`src/rtl/manchester_deframer.sv`:
```
// Receive deframer: hunts preamble + SOF, strips escapes, emits each payload as AXI-Stream with tlast/tuser.
// Define RX_STATS_EN to build the good-frame / error-event counters; otherwise both count ports read 0.
module manchester_deframer #(
  parameter logic [7:0] PREAMBLE_BYTE = 8'h55,
  parameter int         MIN_PREAMBLE  = 2,
  parameter logic [7:0] SOF_BYTE      = 8'hD5,
  parameter logic [7:0] EOF_BYTE      = 8'h7E,
  parameter logic [7:0] ESC_BYTE      = 8'h7D,
  parameter logic [7:0] ESC_XOR       = 8'h20,
  parameter int         MAX_FRAME_LEN = 256
) (
  input  logic        aclk,
  input  logic        aresetn,
  input  logic [7:0]  s_axis_tdata,
  input  logic        s_axis_tvalid,
  output logic        s_axis_tready,
  output logic [7:0]  m_axis_tdata,
  output logic        m_axis_tvalid,
  input  logic        m_axis_tready,
  output logic        m_axis_tlast,
  output logic        m_axis_tuser,
  output logic        rx_error,
  output logic [15:0] frame_ok_cnt,
  output logic [15:0] frame_err_cnt
);

  localparam int               LEN_W      = $clog2(MAX_FRAME_LEN + 1);
  localparam logic [LEN_W-1:0] LEN_MAX    = LEN_W'(MAX_FRAME_LEN);
  localparam logic [4:0]       PRE_TARGET = 5'(MIN_PREAMBLE);

  typedef enum logic [1:0] {HUNT, SOF_WAIT, DATA, ESC} state_t;

  state_t           state;
  logic [3:0]       pre_cnt;
  logic [LEN_W-1:0] len;
  logic             hold_full;
  logic [7:0]       hold_data;

  logic       consume;
  logic       ev_payload, ev_eof, ev_abort;
  logic       ev_overflow, ev_push, ev_last, ev_err;
  logic [7:0] pay_byte;

  assign s_axis_tready = !m_axis_tvalid || m_axis_tready;
  assign consume       = s_axis_tvalid && s_axis_tready;

  // Classify the consumed byte inside a frame; an escaped EOF aborts instead of becoming data.
  always_comb begin
    ev_payload = 1'b0;
    ev_eof     = 1'b0;
    ev_abort   = 1'b0;
    pay_byte   = s_axis_tdata;
    if (consume) begin
      case (state)
        DATA: begin
          if (s_axis_tdata == EOF_BYTE)      ev_eof     = 1'b1;
          else if (s_axis_tdata == SOF_BYTE) ev_abort   = 1'b1;
          else if (s_axis_tdata != ESC_BYTE) ev_payload = 1'b1;
        end
        ESC: begin
          if (s_axis_tdata == EOF_BYTE) ev_abort = 1'b1;
          else begin
            ev_payload = 1'b1;
            pay_byte   = s_axis_tdata ^ ESC_XOR;
          end
        end
        default: ;
      endcase
    end
  end

  assign ev_overflow = ev_payload && (len == LEN_MAX);
  assign ev_push     = ev_payload && !ev_overflow && hold_full;
  assign ev_last     = (ev_eof || ev_abort || ev_overflow) && hold_full;
  assign ev_err      = (ev_eof && !hold_full) || ev_abort || ev_overflow;

  always_ff @(posedge aclk or negedge aresetn) begin
    if (!aresetn) begin
      state         <= HUNT;
      pre_cnt       <= '0;
      len           <= '0;
      hold_full     <= 1'b0;
      hold_data     <= '0;
      m_axis_tvalid <= 1'b0;
      m_axis_tdata  <= '0;
      m_axis_tlast  <= 1'b0;
      m_axis_tuser  <= 1'b0;
      rx_error      <= 1'b0;
    end else begin
      rx_error <= ev_err;
      if (m_axis_tready) m_axis_tvalid <= 1'b0;
      // The held byte leaves only when its successor or a terminator arrives, so tlast lands on it.
      if (ev_push || ev_last) begin
        m_axis_tvalid <= 1'b1;
        m_axis_tdata  <= hold_data;
        m_axis_tlast  <= ev_last;
        m_axis_tuser  <= ev_last && !ev_eof;
      end
      if (consume) begin
        case (state)
          HUNT: begin
            if (s_axis_tdata == PREAMBLE_BYTE) begin
              if (pre_cnt != 4'hF) pre_cnt <= pre_cnt + 4'd1;
              if ({1'b0, pre_cnt} + 5'd1 >= PRE_TARGET) state <= SOF_WAIT;
            end else begin
              pre_cnt <= '0;
            end
          end
          SOF_WAIT: begin
            if (s_axis_tdata == SOF_BYTE) begin
              state     <= DATA;
              len       <= '0;
              hold_full <= 1'b0;
              pre_cnt   <= '0;
            end else if (s_axis_tdata != PREAMBLE_BYTE) begin
              state   <= HUNT;
              pre_cnt <= '0;
            end
          end
          DATA: begin
            if (s_axis_tdata == ESC_BYTE) begin
              state <= ESC;
            end else if (s_axis_tdata == EOF_BYTE) begin
              state     <= HUNT;
              hold_full <= 1'b0;
            end else if (s_axis_tdata == SOF_BYTE) begin
              len       <= '0;
              hold_full <= 1'b0;
            end
          end
          ESC: begin
            if (s_axis_tdata == EOF_BYTE) begin
              state     <= HUNT;
              hold_full <= 1'b0;
            end else begin
              state <= DATA;
            end
          end
        endcase
        if (ev_payload) begin
          if (ev_overflow) begin
            state     <= HUNT;
            hold_full <= 1'b0;
          end else begin
            len       <= len + 1'b1;
            hold_data <= pay_byte;
            hold_full <= 1'b1;
          end
        end
      end
    end
  end

`ifdef RX_STATS_EN
  logic ev_good;
  assign ev_good = ev_eof && hold_full;

  always_ff @(posedge aclk or negedge aresetn) begin
    if (!aresetn) begin
      frame_ok_cnt  <= '0;
      frame_err_cnt <= '0;
    end else begin
      if (ev_good) frame_ok_cnt  <= frame_ok_cnt + 16'd1;
      if (ev_err)  frame_err_cnt <= frame_err_cnt + 16'd1;
    end
  end
`else
  assign frame_ok_cnt  = 16'h0000;
  assign frame_err_cnt = 16'h0000;
`endif

endmodule

```
`config.mk`:
```
export PLATFORM = sky130hd
export DESIGN_NAME = manchester_deframer
export DESIGN_NICKNAME = d
export VERILOG_FILES = /design/src/rtl/manchester_deframer.sv
export SDC_FILE = /design/constraint.sdc
export NUM_CORES = 1
export LEC_CHECK = 0
export BUFFER_PORTS_ARGS = -buffer_cell sky130_fd_sc_hd__buf_4
export CAP_MARGIN = 20
export CELL_PAD_IN_SITES_DETAIL_PLACEMENT = 1
export CELL_PAD_IN_SITES_GLOBAL_PLACEMENT = 1
export CORE_MARGIN = 2
export CORE_UTILIZATION = 25
export CTS_BUF_LIST = sky130_fd_sc_hd__clkbuf_4 sky130_fd_sc_hd__clkbuf_8
export CTS_CLUSTER_SIZE = 8
export DETAILED_ROUTE_END_ITERATION = 10
export GPL_ROUTABILITY_DRIVEN = 0
export PLACE_DENSITY = 0.58
export SLEW_MARGIN = 20
export SYNTH_ARGS = -nofsm -noshare
export SYNTH_HDL_FRONTEND = slang
export SYNTH_SLANG_ARGS = --single-unit
```
`constraint.sdc`:
```
create_clock -name aclk -period 2.1 [get_ports aclk]
set_clock_uncertainty 0.05 [all_clocks]
set_input_delay 0.42 -clock aclk [delete_from_list [all_inputs] [get_ports aclk]]
set_output_delay 0.42 -clock aclk [all_outputs]
set_load 0.03 [all_outputs]
```
# Word level (Yosys, flattened, before mapping)
# Cells that the tools add are included.
totals:
  ff_bits: 36
  inputBits: 12
  out_inout_bits: 45
  wordCells: 100
op_classes:
  add_sub_neg: 3
  magnitude_cmp: 1
  eq_ne: 15
  n_mux: 45
  bitwise: 2
  reduce_logical: 24
op_table:
  columns: ["op", "count"]
  rows:
  - ["$mux 9", 5]
  - ["$eq 8x7->1 const B", 3]
  - ["$mux 1", 19]
  - ["$mux 2", 9]
  - ["$pmux 9 s2", 1]
  - ["$mux 4", 4]
  - ["$ne 8x7->1 const B", 2]
  - ["$mux 6", 2]
  - ["$ne 3x3->1 const B", 4]
  - ["$add 9x1->9 const B", 1]
  - ["$eq 9x9->1 const B", 1]
  - ["$eq 8x8->1 const B", 1]
  - ["$pmux 2 s4", 1]
  - ["$pmux 4 s2", 1]
  - ["$reduce_and 4->1", 2]
  - ["$logic_and 1x1->1", 7]
  - ["$logic_or 1x1->1", 6]
  - ["$add 4x1->5 const B", 1]
  - ["$ge 5x2->1 const B", 1]
  - ["$add 4x1->4 const B", 1]
  - ["$eq 2x2->1 const B", 2]
  - ["$logic_not 1->1", 4]
  - ["$ne 4x4->1 const B", 1]
  - ["$pmux 1 s2", 2]
  - ["7 further kinds", 9]

# Logic depth before layout (Yosys ltp)
logic_depth:
  depth_word: 12
  ltp_mapped: 7
  depth_no_buf: 7

# Worst setup path before layout
# OpenSTA, ideal clock, no wires.
synth_timing:
  path_kind: "register -> register"
  startpoint: "register m_axis_tvalid"
  endpoint: "register hold_data[0]"
  setup_time_ns: 0.125
  t_arrival_ns: 2.006
  t_required_ns: 1.925
  slack_ns: -0.081
  path_stages_with_launch: 8
  n_path_buf: 2
  period_less_slack_ns: 2.181
  cell_sequence: "dfrtp_1 -> nand2b_1 -> and2_1 -> buf_2 -> a22o_4 -> nand2_4 -> buf_8 -> mux2_4"
synth_via:
  elab_chain_cells: 7
synth_lines:
  columns: ["item", "line", "rtl"]
  rows:
  - ["start, declared", "18", "output logic m_axis_tvalid,"]
  - ["start signal, assigned", "84", "m_axis_tvalid <= 1'b0;"]
  - ["start signal, assigned", "91", "if (m_axis_tready) m_axis_tvalid <= 1'b0;"]
  - ["start signal, assigned", "94", "m_axis_tvalid <= 1'b1;"]
  - ["$logic_not 1->1 (*)", "44", "assign s_axis_tready = !m_axis_tvalid || m_axis_tready;"]
  - ["$logic_or 1x1->1 (*)", "44", null]
  - ["named net s_axis_tready", "16", "output logic s_axis_tready,"]
  - ["$logic_and 1x1->1 (*)", "45", "assign consume = s_axis_tvalid && s_axis_tready;"]
  - ["$mux 1", "53", "if (consume) begin"]
  - ["$logic_and 1x1->1", "72", "assign ev_overflow = ev_payload && (len == LEN_MAX);"]
  - ["$not 1->1 (no source line)", null, null]
  - ["$reduce_and 3->1 (no source line) (*)", null, null]
  - ["end signal, assigned", "146", "hold_data <= pay_byte;"]
  - ["end, declared", "37", "logic [7:0] hold_data;"]
# The timed path passes the listed nets; every way through them passes the cells marked *.
# A chain may end at the register's enable or synchronous reset.

# Worst setup path in the final report
layout_timing:
  startpoint: "register state[0]"
  endpoint: "register hold_data[2]"
layout_via:
  elab_chain_cells: 6
  word_cells_on_any_way: 8
  classes_between: "2 x eq/ne; 3 x mux; 1 x bitwise; 2 x reduce/logical"
layout_lines:
  columns: ["item", "line", "rtl"]
  rows:
  - ["start, declared", "33", "state_t state;"]
  - ["start signal, assigned", "79", "state <= HUNT;"]
  - ["start signal, assigned", "104", "if ({1'b0, pre_cnt} + 5'd1 >= PRE_TARGET) state <= SOF_WAIT;"]
  - ["start signal, assigned", "111", "state <= DATA;"]
  - ["$eq 2x2->1", "54", "case (state)"]
  - ["$pmux 1 s2", "54", null]
  - ["$mux 1", "53", null]
  - ["$logic_and 1x1->1", "72", null]
  - ["$not 1->1 (no source line)", null, null]
  - ["$reduce_and 3->1 (no source line)", null, null]
# Several ways; a longest one is shown, not always the timed one.

==> results_dict.tcl <==
set metrics [dict create \
    status "completed" \
    htree_num_levels 2 \
    critPathCaptureType "flop" \
    ys_seq_area_share_pct 38.5 \
    crit_family "compound AO/OA/AOI/OAI gates" \
    p_switching_mw 1.24 \
    maxSlewViolCount 0 \
    synth_area_leaders "dfrtp_1 39%, buf_4 10%, ha_1 4.8%, mux2_2 4.8%, mux2_4 3.9%" \
    fin_ws_ns 0.148 \
    worstPathArrival_ns 2.08 \
    die_area_mm2 0.0101 \
    viasPerCell 4.60 \
    required_ns 2.23 \
    clkTransAtPathRegs_ns 0.08 \
    synth-edff-count 0 \
    grt_max_degree 37 \
    synth_xor_area_share_pct 0.749 \
    placed_area_mm2 0.00262 \
    antenna_cells 0 \
    antenna_found_initial 0 \
    vdd_drop_max_v 0.000306 \
    die_width_um 101 \
    syn_area_per_cell_um2 10.1 \
    syn_to_final_growth_pct 17.3 \
    worst-path-stages 6 \
    hold_viol_final 0 \
    place_ws_ns -0.0389 \
    yosys_warnings 0 \
    fin_area_mm2 0.00274 \
    fin_util_pct 30.0 \
    pwr-share-seq_pct 36.3 \
    place.detailed.hpwl_mm 4.38 \
    hold_slack_ns 0.0444 \
    pwr-share-comb_pct 46.0 \
    grt_overflow 0 \
    synth_top_area_share_pct 38.5 \
    grt_pass1_wl_mm 9.36 \
    r2r_slack_ns 0.15 \
    rows 35 \
    layout-drive-gt1-share_pct 28.1 \
    worstSkewPairLatency_ns 0.28 \
    synth_top_family_by_area "compound AO/OA/AOI/OAI gates" \
    worst_pin_slew_ns 0.532 \
    io_pins 57 \
    drv_cap 0 \
    worstHoldPathType "input port to async pin" \
    fillers 1055 \
    ys_types 54 \
    cts_tree "built" \
    ys_seq_elements 36 \
    muxShareOfSynthArea_pct 9.10 \
    first_iter_violations 33 \
    slowest_stage "dfrtp_1" \
    synth_simple_gate_area_share_pct 15.5 \
    first_global_vias 1847 \
    fin_cells 385 \
    reg2reg_depth 6 \
    grt_use_total_pct 11.6 \
    layout.nets 294 \
    vias 1770 \
    wl_per_cell_um 14.5 \
    drc 0 \
    p_leak_nw 1.29 \
    p_int_mw 1.84 \
    post_synth_inst_count 231 \
    fin_crit_sh_pct 93.0 \
    synth_compound_area_share_pct 17.8 \
    first_pass_iters 4 \
    fmax_mhz 512 \
    worst-path-buf-inv 1 \
    floorplan.initialDensity_pct 25.6 \
    routed_wl_mm 5.59 \
    power_mw 3.09 \
    r2r-start "state[0]" \
    crit_path_max_fanout 11 \
    clock_power_share_pct 17.7 \
    synth_top_area_cell "dfrtp_1" \
    p_per_area_mw_per_mm2 1130 \
    cp-start-kind "flop" \
    ys_async_sr_fraction_pct 100 \
    dp_cells 376 \
    io_buffers 24 \
    r2r-end "hold_data[2]" \
    min_period_ns 1.95 \
    clock_path_buffers 2 \
    synthAdderAreaFrac_pct 4.82 \
    rsz0062_at_grt "no" \
    numCtsBuffers 5 \
    cts-root-buf "clkbuf_8" \
    finalSetupViolCount 0 \
    tns_ns 0 \
    slew_headroom_pct 64.2 \
    synth_area_mm2 0.00234 \
    crit_type "flop to flop" \
    path_cells "buf_4, ha_1, a21o_1, a22o_4, nand2_4, mux2_2" \
    die_y_um 101 \
    design.core.area_mm2 0.00915 \
    ant_nets 0 \
    cts.sink_count 36 \
    swShare_pct 40.2 \
    critPathMaxStageDelay_ns 0.38 \
    synthFlopType "dfrtp_1" \
]
-- routing by layer --
| layer | GRT usage [%] | vias to the layer above | share of wire (%) |
|---|---|---|---|
| met3 | 2.64 | 2 | 3.2 |
| met5 | 0 | - | 0 |
| met2 | 20.1 | 32 | 50 |
| met1 | 15.0 | 879 | 47 |
| met4 | 1.90 | 0 | 0.20 |
| li1 | - | 857 | - |
-- synthesized netlist by cell type, types with 4 or more instances --
library cell and n:
ha_1 9, nor2_1 15, o22ai_1 4, nand3_1 7, mux2_4 6, nand2_1 13
mux2_2 10, o21ai_0 14, a21o_1 4, dfrtp_1 36, a21oi_1 8, inv_1 11
buf_4 32
-- layout by cell type, fill, tap and decap left out, drive strengths merged, types with 3 or more instances in the layout --
cell,n
o211ai,3
nand4b,3
o21ai,15
nor2,15
buf,40
a22oi,3
ha,9
nand3,7
a21o,4
conb,32
clkbuf,8
nor4,3
dfrtp,36
a21oi,8
a31oi,3
nand2,14
a211oi,3
nand4,3
and3,4
mux2,16
inv,11
o22ai,4
-- cell type report --
type / count / area (µm²) / share of cell area [%]
multi-input combinational: 179 / 1250 / 45.6
sequential: 36 / 901 / 32.8
timing repair buffer: 40 / 313 / 11.4
tap: 111 / 139 / 5.06
clock buffer: 8 / 97.6 / 3.56
inverter: 11 / 41.3 / 1.51
-- kinds of logic after synthesis --
group           Yosys count
other cells               1
buf+inv                  47
compound gates           56
simple gates             63
mux                      17
xor+xnor                  2
fa+ha+maj                 9
flops                    36
-- power groups by stage --
stage               combinational, mW  clock, mW  sequential (mW)
global placement                 1.39          0             1.13
detailed placement               1.42          0             1.14
CTS                              1.43      0.564             1.13
floorplan                       0.878          0             1.27
global route                     1.54      0.595             1.16
finish                           1.42      0.545             1.12
-- state kept, by name, indices dropped and copies added, names as in the netlist --
signal / count
m_axis_tuser: 1
m_axis_tdata: 8
m_axis_tvalid: 1
state: 2
hold_data: 8
hold_full: 1
m_axis_tlast: 1
pre_cnt: 4
len: 9
rx_error: 1
-- worst max path at each step --
stage | from | end | slack (ns)
after floorplan | m_axis_tvalid | hold_data[0] | 0.04
after global placement | s_axis_tdata[7] | hold_data[2] | 0.02
after detailed placement | s_axis_tdata[6] | m_axis_tdata[3] | -0.04
after CTS | state[1] | m_axis_tdata[4] | 0.003
after global routing | state[1] | len[6] | 0.0001
final | state[0] | hold_data[2] | 0.15
-- worst register-to-register path: stages (launching register included) --
cell and delay (ns):
dfrtp_1 0.38, buf_4 0.15, ha_1 0.25, a21o_1 0.22, a22o_4 0.25, nand2_4 0.18
mux2_2 0.36
-- what timing repair did --
item | 4_1_cts | 5_1_grt
hold buffers | 0 | 0
resized for setup | 0 | 2
setup endpoints to repair | 0 | 14
setup buffers | 0 | 1
No activity file was read; power rests on OpenSTA's default activity.
